===== config.mk =====
export PLATFORM = sky130hd
export DESIGN_NAME = traffic_controller
export DESIGN_NICKNAME = d
export VERILOG_FILES = /design/src/rtl/traffic_controller.sv
export SDC_FILE = /design/constraint.sdc
export NUM_CORES = 1
export LEC_CHECK = 0
export CORE_MARGIN = 1
export CORE_UTILIZATION = 49
export CTS_CLUSTER_DIAMETER = 40
export CTS_CLUSTER_SIZE = 40
export DETAILED_ROUTE_END_ITERATION = 6
export PLACE_DENSITY = 0.89
export SYNTH_ARGS = -nofsm -noshare
export SYNTH_HDL_FRONTEND = slang
export SYNTH_SLANG_ARGS = --single-unit
export TNS_END_PERCENT = 10

===== constraint.sdc =====
create_clock -name enemy_clk -period 4.3 [get_ports enemy_clk]
set_input_delay 0.86 -clock enemy_clk [delete_from_list [all_inputs] [get_ports enemy_clk]]
set_output_delay 0.86 -clock enemy_clk [all_outputs]
set_load 0.02 [all_outputs]

===== src/rtl/traffic_controller.sv =====
// traffic_controller: game-state FSM, enemy respawn scheduling and scoring.
// Optional feature macro: SCORE_SPEEDUP_EN (raises speed_level every 16 points).
module traffic_controller #(
  parameter int unsigned OFFSCREEN_Y = 600,
  parameter int unsigned MIN_GAP     = 130,
  parameter int unsigned CRASH_HOLD  = 200,
  parameter logic [7:0]  LFSR_SEED   = 8'hA5
) (
  input  logic       enemy_clk,
  input  logic       reset,
  input  logic       start,
  input  logic [9:0] enemy_y0,
  input  logic [9:0] enemy_y1,
  input  logic       collision0,
  input  logic       collision1,
  output logic       enable0,
  output logic       enable1,
  output logic [1:0] lane0,
  output logic [1:0] lane1,
  output logic [9:0] spawn_x0,
  output logic [9:0] spawn_x1,
  output logic       freeze,
  output logic       game_over,
  output logic [9:0] score,
  output logic [1:0] speed_level
);

  localparam int unsigned CW        = (CRASH_HOLD > 1) ? $clog2(CRASH_HOLD) : 1;
  localparam logic [CW-1:0] HOLD_LAST = CW'(CRASH_HOLD - 1);
  localparam logic [9:0] OFF_Y      = 10'(OFFSCREEN_Y);
  localparam logic [9:0] GAP_Y      = 10'(MIN_GAP);
  localparam logic [9:0] SCORE_MAX  = 10'd999;

  typedef enum logic [1:0] {
    S_IDLE  = 2'd0,
    S_RUN   = 2'd1,
    S_CRASH = 2'd2,
    S_OVER  = 2'd3
  } state_t;

  state_t        state_q, state_d;
  logic          en0_q, en0_d, en1_q, en1_d;
  logic [1:0]    lane0_q, lane0_d, lane1_q, lane1_d;
  logic          armed0_q, armed0_d, armed1_q, armed1_d;
  logic [9:0]    score_q, score_d;
  logic [7:0]    lfsr_q, lfsr_d;
  logic [CW-1:0] cnt_q, cnt_d;
  logic          qual0, qual1, bump;
  logic [1:0]    cand, pick0, pick1;
`ifdef SCORE_SPEEDUP_EN
  logic [1:0]    speed_q, speed_d;
`endif

  function automatic logic [1:0] lane_step(input logic [1:0] l);
    return (l == 2'd2) ? 2'd0 : l + 2'd1;
  endfunction

  function automatic logic [9:0] lane_x(input logic [1:0] l);
    case (l)
      2'd0:    return 10'd197;
      2'd2:    return 10'd361;
      default: return 10'd279;
    endcase
  endfunction

  // Next-state, respawn arbitration, lane choice and scoring
  always_comb begin
    state_d  = state_q;
    en0_d    = 1'b0;
    en1_d    = 1'b0;
    lane0_d  = lane0_q;
    lane1_d  = lane1_q;
    score_d  = score_q;
    cnt_d    = cnt_q;
    bump     = 1'b0;
    lfsr_d   = {lfsr_q[6:0], lfsr_q[7] ^ lfsr_q[5] ^ lfsr_q[4] ^ lfsr_q[3]};
    armed0_d = armed0_q | (enemy_y0 < OFF_Y);
    armed1_d = armed1_q | (enemy_y1 < OFF_Y);
    qual0    = armed0_q && (enemy_y0 >= OFF_Y);
    qual1    = armed1_q && (enemy_y1 >= OFF_Y);
    cand     = (lfsr_q[1:0] == 2'd3) ? 2'd1 : lfsr_q[1:0];
    pick0    = ((enemy_y1 < GAP_Y) && (cand == lane1_q)) ? lane_step(cand) : cand;
    pick1    = ((enemy_y0 < GAP_Y) && (cand == lane0_q)) ? lane_step(cand) : cand;
`ifdef SCORE_SPEEDUP_EN
    speed_d  = speed_q;
`endif

    case (state_q)
      S_IDLE, S_OVER: begin
        if (start) begin
          state_d = S_RUN;
          score_d = '0;
`ifdef SCORE_SPEEDUP_EN
          speed_d = '0;
`endif
        end
      end
      S_RUN: begin
        // A collision pre-empts any respawn decided in the same cycle
        if (collision0 || collision1) begin
          state_d = S_CRASH;
          cnt_d   = '0;
        end else if (qual0) begin
          en0_d    = 1'b1;
          armed0_d = 1'b0;
          lane0_d  = pick0;
          bump     = 1'b1;
        end else if (qual1) begin
          en1_d    = 1'b1;
          armed1_d = 1'b0;
          lane1_d  = pick1;
          bump     = 1'b1;
        end
      end
      S_CRASH: begin
        if (cnt_q == HOLD_LAST) begin
          state_d = S_OVER;
          cnt_d   = '0;
        end else begin
          cnt_d = cnt_q + 1'b1;
        end
      end
      default: state_d = S_IDLE;
    endcase

    if (bump && (score_q != SCORE_MAX)) begin
      score_d = score_q + 10'd1;
`ifdef SCORE_SPEEDUP_EN
      if ((score_d[3:0] == 4'd0) && (speed_q != 2'd3)) begin
        speed_d = speed_q + 2'd1;
      end
`endif
    end
  end

  // State and datapath registers with synchronous reset
  always_ff @(posedge enemy_clk) begin
    if (reset) begin
      state_q  <= S_IDLE;
      en0_q    <= 1'b0;
      en1_q    <= 1'b0;
      lane0_q  <= 2'd0;
      lane1_q  <= 2'd2;
      armed0_q <= 1'b1;
      armed1_q <= 1'b1;
      score_q  <= '0;
      lfsr_q   <= LFSR_SEED;
      cnt_q    <= '0;
`ifdef SCORE_SPEEDUP_EN
      speed_q  <= '0;
`endif
    end else begin
      state_q  <= state_d;
      en0_q    <= en0_d;
      en1_q    <= en1_d;
      lane0_q  <= lane0_d;
      lane1_q  <= lane1_d;
      armed0_q <= armed0_d;
      armed1_q <= armed1_d;
      score_q  <= score_d;
      lfsr_q   <= lfsr_d;
      cnt_q    <= cnt_d;
`ifdef SCORE_SPEEDUP_EN
      speed_q  <= speed_d;
`endif
    end
  end

  assign enable0   = en0_q;
  assign enable1   = en1_q;
  assign lane0     = lane0_q;
  assign lane1     = lane1_q;
  assign spawn_x0  = lane_x(lane0_q);
  assign spawn_x1  = lane_x(lane1_q);
  assign freeze    = (state_q != S_RUN);
  assign game_over = (state_q == S_CRASH) || (state_q == S_OVER);
  assign score     = score_q;
`ifdef SCORE_SPEEDUP_EN
  assign speed_level = speed_q;
`else
  assign speed_level = '0;
`endif

endmodule


==> results of run 1 <==
## cell type report
| cell class | count | area [um^2] | area share |
|---|---|---|---|
| clock buffer | 6 | 72.6 | 0.0280 |
| clock inverter | 2 | 35.0 | 0.0135 |
| inverter | 12 | 45.0 | 0.0174 |
| multi-input combinational | 159 | 1090 | 0.420 |
| sequential | 36 | 721 | 0.279 |
| tap | 48 | 60.1 | 0.0232 |
| timing repair buffer | 57 | 568 | 0.220 |
## worst max path at each step
stage                            to  slack [ns]  depth (start not counted)
after global placement     score[2]        1.33                          6
after detailed placement   score[6]        1.26                          6
after CTS                 game_over        1.56                          4
final                     game_over        1.57                          4
after global routing      game_over        1.46                          4
after floorplan            lane1[1]        1.97                          5
## metal layers
metal	track usage	part of all wire	up-vias
li1	-	-	864
met3	0.0563	0.062	10
met2	0.363	0.47	51
met4	0.119	0.021	0
met5	0	0	-
met1	0.224	0.44	796
## through the flow
| step | cell area (um^2) | setup slack (ns) | hold slack (ns) | utilization | total power [uW] |
|---|---|---|---|---|---|
| floorplan | 1960 | 1.97 | 0.389 | - | 599 |
| global placement | 2480 | 1.33 | 0.394 | 0.667 | 690 |
| detailed placement | 2480 | 1.26 | 0.402 | 0.667 | 698 |
| CTS | 2590 | 1.56 | 0.420 | 0.696 | 988 |
| global route | 2590 | 1.46 | 0.442 | 0.696 | 1050 |
| finish | 2590 | 1.57 | 0.417 | 0.696 | 981 |
## cells in the mapped netlist (all sizes together), types with 2 or more instances
master | n | share of area
dfxtp | 36 | 0.37
nor2 | 24 | 0.046
nand2 | 13 | 0.025
buf | 12 | 0.044
inv | 12 | 0.023
xor2 | 11 | 0.050
and3 | 6 | 0.019
ha | 6 | 0.039
nor2b | 6 | 0.019
a21oi | 5 | 0.013
a22o | 5 | 0.023
clkbuf | 5 | 0.0097
mux2i | 5 | 0.026
nor3 | 5 | 0.015
a21o | 4 | 0.015
a31oi | 4 | 0.013
nand3 | 4 | 0.010
nand4 | 4 | 0.013
o21ai | 4 | 0.010
or2 | 4 | 0.013
xnor2 | 4 | 0.018
a221o | 3 | 0.015
and2 | 3 | 0.0097
o211a | 3 | 0.015
o21a | 3 | 0.012
o31ai | 3 | 0.012
a211oi | 2 | 0.0077
and4 | 2 | 0.0090
conb | 2 | 0.0039
nand3b | 2 | 0.0077
or3 | 2 | 0.0064
or4 | 2 | 0.0077
## placed cells by master (no fill, tap or decap), drive strengths merged, types with 4 or more instances in the layout
cell	instances
nor2b	6
or2	4
a31oi	4
dfxtp	36
nor2	24
a21oi	5
nand4	4
clkdlybuf4s50	56
nor3	5
mux2i	5
o21ai	4
conb	6
nand3	4
a22o	5
xnor2	4
a21o	4
xor2	11
clkbuf	6
inv	12
and3	6
ha	6
nand2	13
## kinds of logic (layout without fill, tap and decap cells)
group	count (synthesis)	in the layout	share of synthesized area
mux	6	6	0.0316
compound gates	45	45	0.191
flops	36	36	0.371
other cells	2	6	0.00387
xor+xnor	15	15	0.0677
simple gates	81	81	0.219
buf+inv	29	77	0.0767
fa+ha+maj	6	6	0.0387
## state kept, by name, indices dropped and copies added (netlist names)
register	count
cnt_q	8
armed1_q	1
state_q	2
lfsr_q	8
enable0	1
lane0	2
armed0_q	1
enable1	1
score	10
lane1	2
## power by group through the flow
stage               combinational, uW  sequential, uW  clock (uW)
floorplan                         208             391           0
global placement                  296             395           0
detailed placement                303             395           0
CTS                               305             388         295
global route                      338             393         314
finish                            302             388         291
==> impl_metrics.toml, run 1 <==
[run_status]
status = "finished clean"

[floorplanning]
start_util = 0.522
io_pins = 65
die_w_um = 64.9
dieHeight_um = 64.9
core_mm2 = 0.00372
placementRows = 22
die-area_mm2 = 0.00422

[global_routing]
grt_pass1_vias = 1632
grt_pass1_wl_mm = 6.77
antenna_found_initial = 0
grt_start_max_net_pins = 20
grt_overflow_total = 0
grt_usage = 0.209

[sta]
slew_headroom = 0.460
hold_viol_final = 0
setup_viol = 0
fin_crit_ns = 2.73
max_freq_mhz = 366
fin_setup_tns_ns = 0
finClkSkew_ns = 0.00946
slew_viol_final = 0
rsz0062_at_grt = "no"
tightest_slew_ns = 0.799
period_share = 0.636

[detailed_routing]
viasPerCell = 5.38
drtIter0Drc = 69
drt_pass1_iterations = 4
drc_errors = 0
vias = 1721
wire_per_inst_um = 12.4
routed_wl_mm = 3.98
antenna_left = 0

[cts]
numClockSinks = 36
cts_resized = 0
cts_tree = "yes"
postCtsSetupBuffers = 0
clk_latency_ns = 0.29
cts_hold_buf = 0
cts_buffers = 5
cts.clk_slew.worst_paths_ns = 0.07
cts-root-buf = "clkbuf_8"
htreeDepth = 2
clockBufferDepth = 2

[power]
p_comb_frac = 0.308
clkPwrFrac = 0.297
switchingPower_uw = 309
p_leak_uw = 0.00108
powerDensity_mw_per_mm2 = 379
irDropWorstVdd_mv = 0.235
p_int_uw = 672
p_sw_frac = 0.315
sequentialPowerShare = 0.396

[cells_and_area]
fillers = 308
drive_gt1_frac = 0.0699
layout.nets = 302
layoutNonFillerInstCount = 320
diodes = 0
area_growth_pct = 33.3

[critical_path]
critPathKind = "reg -> out"
endpoint_kind = "output pin"
cp_max_fo = 5
crit_slowest_cell = "clkdlybuf4s50_1"
worstSetupStartpointType = "flip-flop"
cp_top_family = "buffers and inverters"
critical_path.max_stage_delay_ns = 0.54
worstPathRequired_ns = 3.44
cp-startpoint = "state_q[0]"
cp.arrival_ns = 1.87
worstPathCellList = "inv_1 > ha_1 > or2_2 > clkdlybuf4s50_1"
crit_buf_inv = 2
ff2ff_path_depth = 6
r2r_end = "score[7]"
reg2reg_slack_ns = 1.90
reg2reg_from = "state_q[0]"

[logic_synthesis]
synth_ff_type = "dfxtp_1"
synth_cell_types = 50
ys_seq_area_frac = 0.371
synth_edf_count = 0
async_reset_ff_frac = 0
syn_area_per_cell_um2 = 8.82
yosys_warnings = 0
ys_seq_elements = 36
mappedNetlistArea_mm2 = 0.00194
post_synth_inst_count = 220

[placed_design]
routabilityCongestion = 0.796
hpwl_mm = 2.92
io_buffers = 56
dp.cells = 312

[worst_hold_path]
hold_path_depth = 1
hold_class = "reg -> reg"
worstHoldStart = "lfsr_q[6]"
hold_end = "lfsr_q[7]"

[job]
maxCapViolCount = 0
Power figures use the tool's default switching activity.
==> inputs of run 2 (changes only) <==
--- a/config.mk
+++ b/config.mk
@@ -6,11 +6,11 @@
 export NUM_CORES = 1
 export LEC_CHECK = 0
 export CORE_MARGIN = 1
-export CORE_UTILIZATION = 49
+export CORE_UTILIZATION = 41
 export CTS_CLUSTER_DIAMETER = 40
 export CTS_CLUSTER_SIZE = 40
 export DETAILED_ROUTE_END_ITERATION = 6
-export PLACE_DENSITY = 0.89
+export PLACE_DENSITY = 0.8
 export SYNTH_ARGS = -nofsm -noshare
 export SYNTH_HDL_FRONTEND = slang
 export SYNTH_SLANG_ARGS = --single-unit
==> constraint.sdc (replaced) <==
create_clock -name enemy_clk -period 2.3 [get_ports enemy_clk]
set_input_delay 0.46 -clock enemy_clk [delete_from_list [all_inputs] [get_ports enemy_clk]]
set_output_delay 0.46 -clock enemy_clk [all_outputs]
set_load 0.02 [all_outputs]
==> run 2 against run 1 <==
The run now ends with design-rule violations left. Via count increased by 1.0%. First-iteration DRC count increased by 38%. Register-to-register slack got worse by 1.7 ns. Sequential power increased by 87%. Routed wire length increased by 3.3%. Critical path type unchanged. Core utilization decreased by 9.6 points. Final area increased by 3.2%.
==> impl_metrics.toml, run 2 (synthesis results as in run 1) <==
[cts]
clockBufferDepth = 2
cts.clk_slew.worst_paths_ns = 0.07
htreeDepth = 2
cts_hold_buf = 0
cts_buffers = 5
numClockSinks = 36
cts-root-buf = "clkbuf_8"
cts_tree = "yes"
postCtsSetupBuffers = 0
clk_latency_ns = 0.29

[sta]
slew_viol_final = 0
hold_viol_final = 0
setup_viol = 0
fin_setup_tns_ns = 0
fin_crit_ns = 2.15
finClkSkew_ns = 0.00987
period_share = 0.937
hold_ws_ns = 0.414
max_freq_mhz = 464
rsz0062_at_grt = "no"

[power]
p_comb_frac = 0.344
p_int_uw = 1170
total_power_uw = 1760
clkPwrFrac = 0.243
irDropWorstVdd_mv = 0.525
sequentialPowerShare = 0.413
switchingPower_uw = 586
p_leak_uw = 0.00114
p_sw_frac = 0.333
powerDensity_mw_per_mm2 = 659

[cells_and_area]
multiInputGateArea_mm2 = 0.00109
fin_util = 0.601
final_common_cell = "clkdlybuf4s50_1"
area_growth_pct = 37.6
layout.nets = 316
largest_reg_flops = 10
seqCellArea_um2 = 721
final_cell_mix = "55 x clkdlybuf4s50_1, 36 x dfxtp_1, 24 x nor2_1"
fillers = 405
drive_gt1_frac = 0.116
diodes = 0

[detailed_routing]
route.met3.wl_um = 254
antenna_left = 0
met1_length_mm = 1.90
drc_errors = 14
vias = 1739
drtIter0Drc = 95
routed_wl_mm = 4.11
wire_per_inst_um = 12.2
dr.max_layer_used = "met4"
drt_pass1_iterations = 7
dr_wl_met2_mm = 1.90
viasPerCell = 5.16

[critical_path]
reg2reg_from = "state_q[0]"
worstSetupStartpointType = "flip-flop"
cp-startpoint = "state_q[1]"
cp_max_fo = 3
critPathKind = "reg -> out"
cp.arrival_ns = 1.69
worstPathRequired_ns = 1.84
endpoint_kind = "output pin"

[global_routing]
antenna_found_initial = 0
grt_pass1_vias = 1568
grt_overflow_total = 0
grt_start_max_net_pins = 19
grt_usage = 0.179
grt_pass1_wl_mm = 7.12

[worst_hold_path]
hold_class = "reg -> reg"
worstHoldStart = "lfsr_q[6]"

[job]
maxCapViolCount = 0

[floorplanning]
core_mm2 = 0.00444
placementRows = 24
die-area_mm2 = 0.00501
start_util = 0.437
die_w_um = 70.8
io_pins = 65
dieHeight_um = 70.8

[placed_design]
routabilityCongestion = 0.769
io_buffers = 56
hpwl_mm = 3.07

[run_status]
status = "finished with violations"
violations = "design-rule violations"
run 2: cell count changes in the layout (fill, tap and decap cells not counted):
cell	change
buf_4	+14
dlygate4sd2_1	+1
clkbuf_1	-1
clkdlybuf4s50_1	-1
bufinv_16	-1
clkinvlp_4	+1
run 2: layout make-up:
class | instances | share of cell area
multi-input combinational | 159 | 0.407
sequential | 36 | 0.270
timing repair buffer | 71 | 0.252
clock buffer | 5 | 0.0258
tap | 52 | 0.0244
inverter | 12 | 0.0169
clock inverter | 2 | 0.00469
run 2: worst paths after layout:
check / endpoint / slack [ns] / cells after the start
min: lfsr_q[7] / 0.41 / 1
max reg2reg: score[6] / 0.20 / 7
max: freeze / 0.15 / 5
min reg2reg: lfsr_q[7] / 0.41 / 1
run 2: what timing repair did:
item / in CTS / in global routing
resized for setup: 1 / 0
endpoints found under the setup margin: 1 / 0
endpoints found under the hold margin: 0 / 0
run 2: power by group through the flow:
stage               registers (uW)  clock network, uW  logic (uW)
floorplan                      730                  0         389
global placement               738                  0         602
detailed placement             740                  0         611
CTS                            726                438         608
global route                   736                468         668
finish                         727                428         604
run 2: critical path, cell delays in order (launching register included):
cell	delay, ns
dfxtp_1	0.36
inv_1	0.08
ha_1	0.19
buf_4	0.14
inv_1	0.05
clkdlybuf4s50_1	0.59
run 2: metrics by stage:
stage | worst slack, ns | cells | cell area, um^2
after floorplan | 0.351 | 224 | 1960
after global placement | -0.123 | 330 | 2590
after detailed placement | -0.147 | 330 | 2590
after CTS | 0.132 | 337 | 2670
after global routing | 0.0629 | 337 | 2670
final | 0.146 | 337 | 2670
run 2: routing by layer:
metal  global-route usage  vias to the layer above
li1                     -                      892
met1                0.229                      783
met2                0.292                       58
met3               0.0499                        6
met4               0.0600                        0
met5                    0                        -
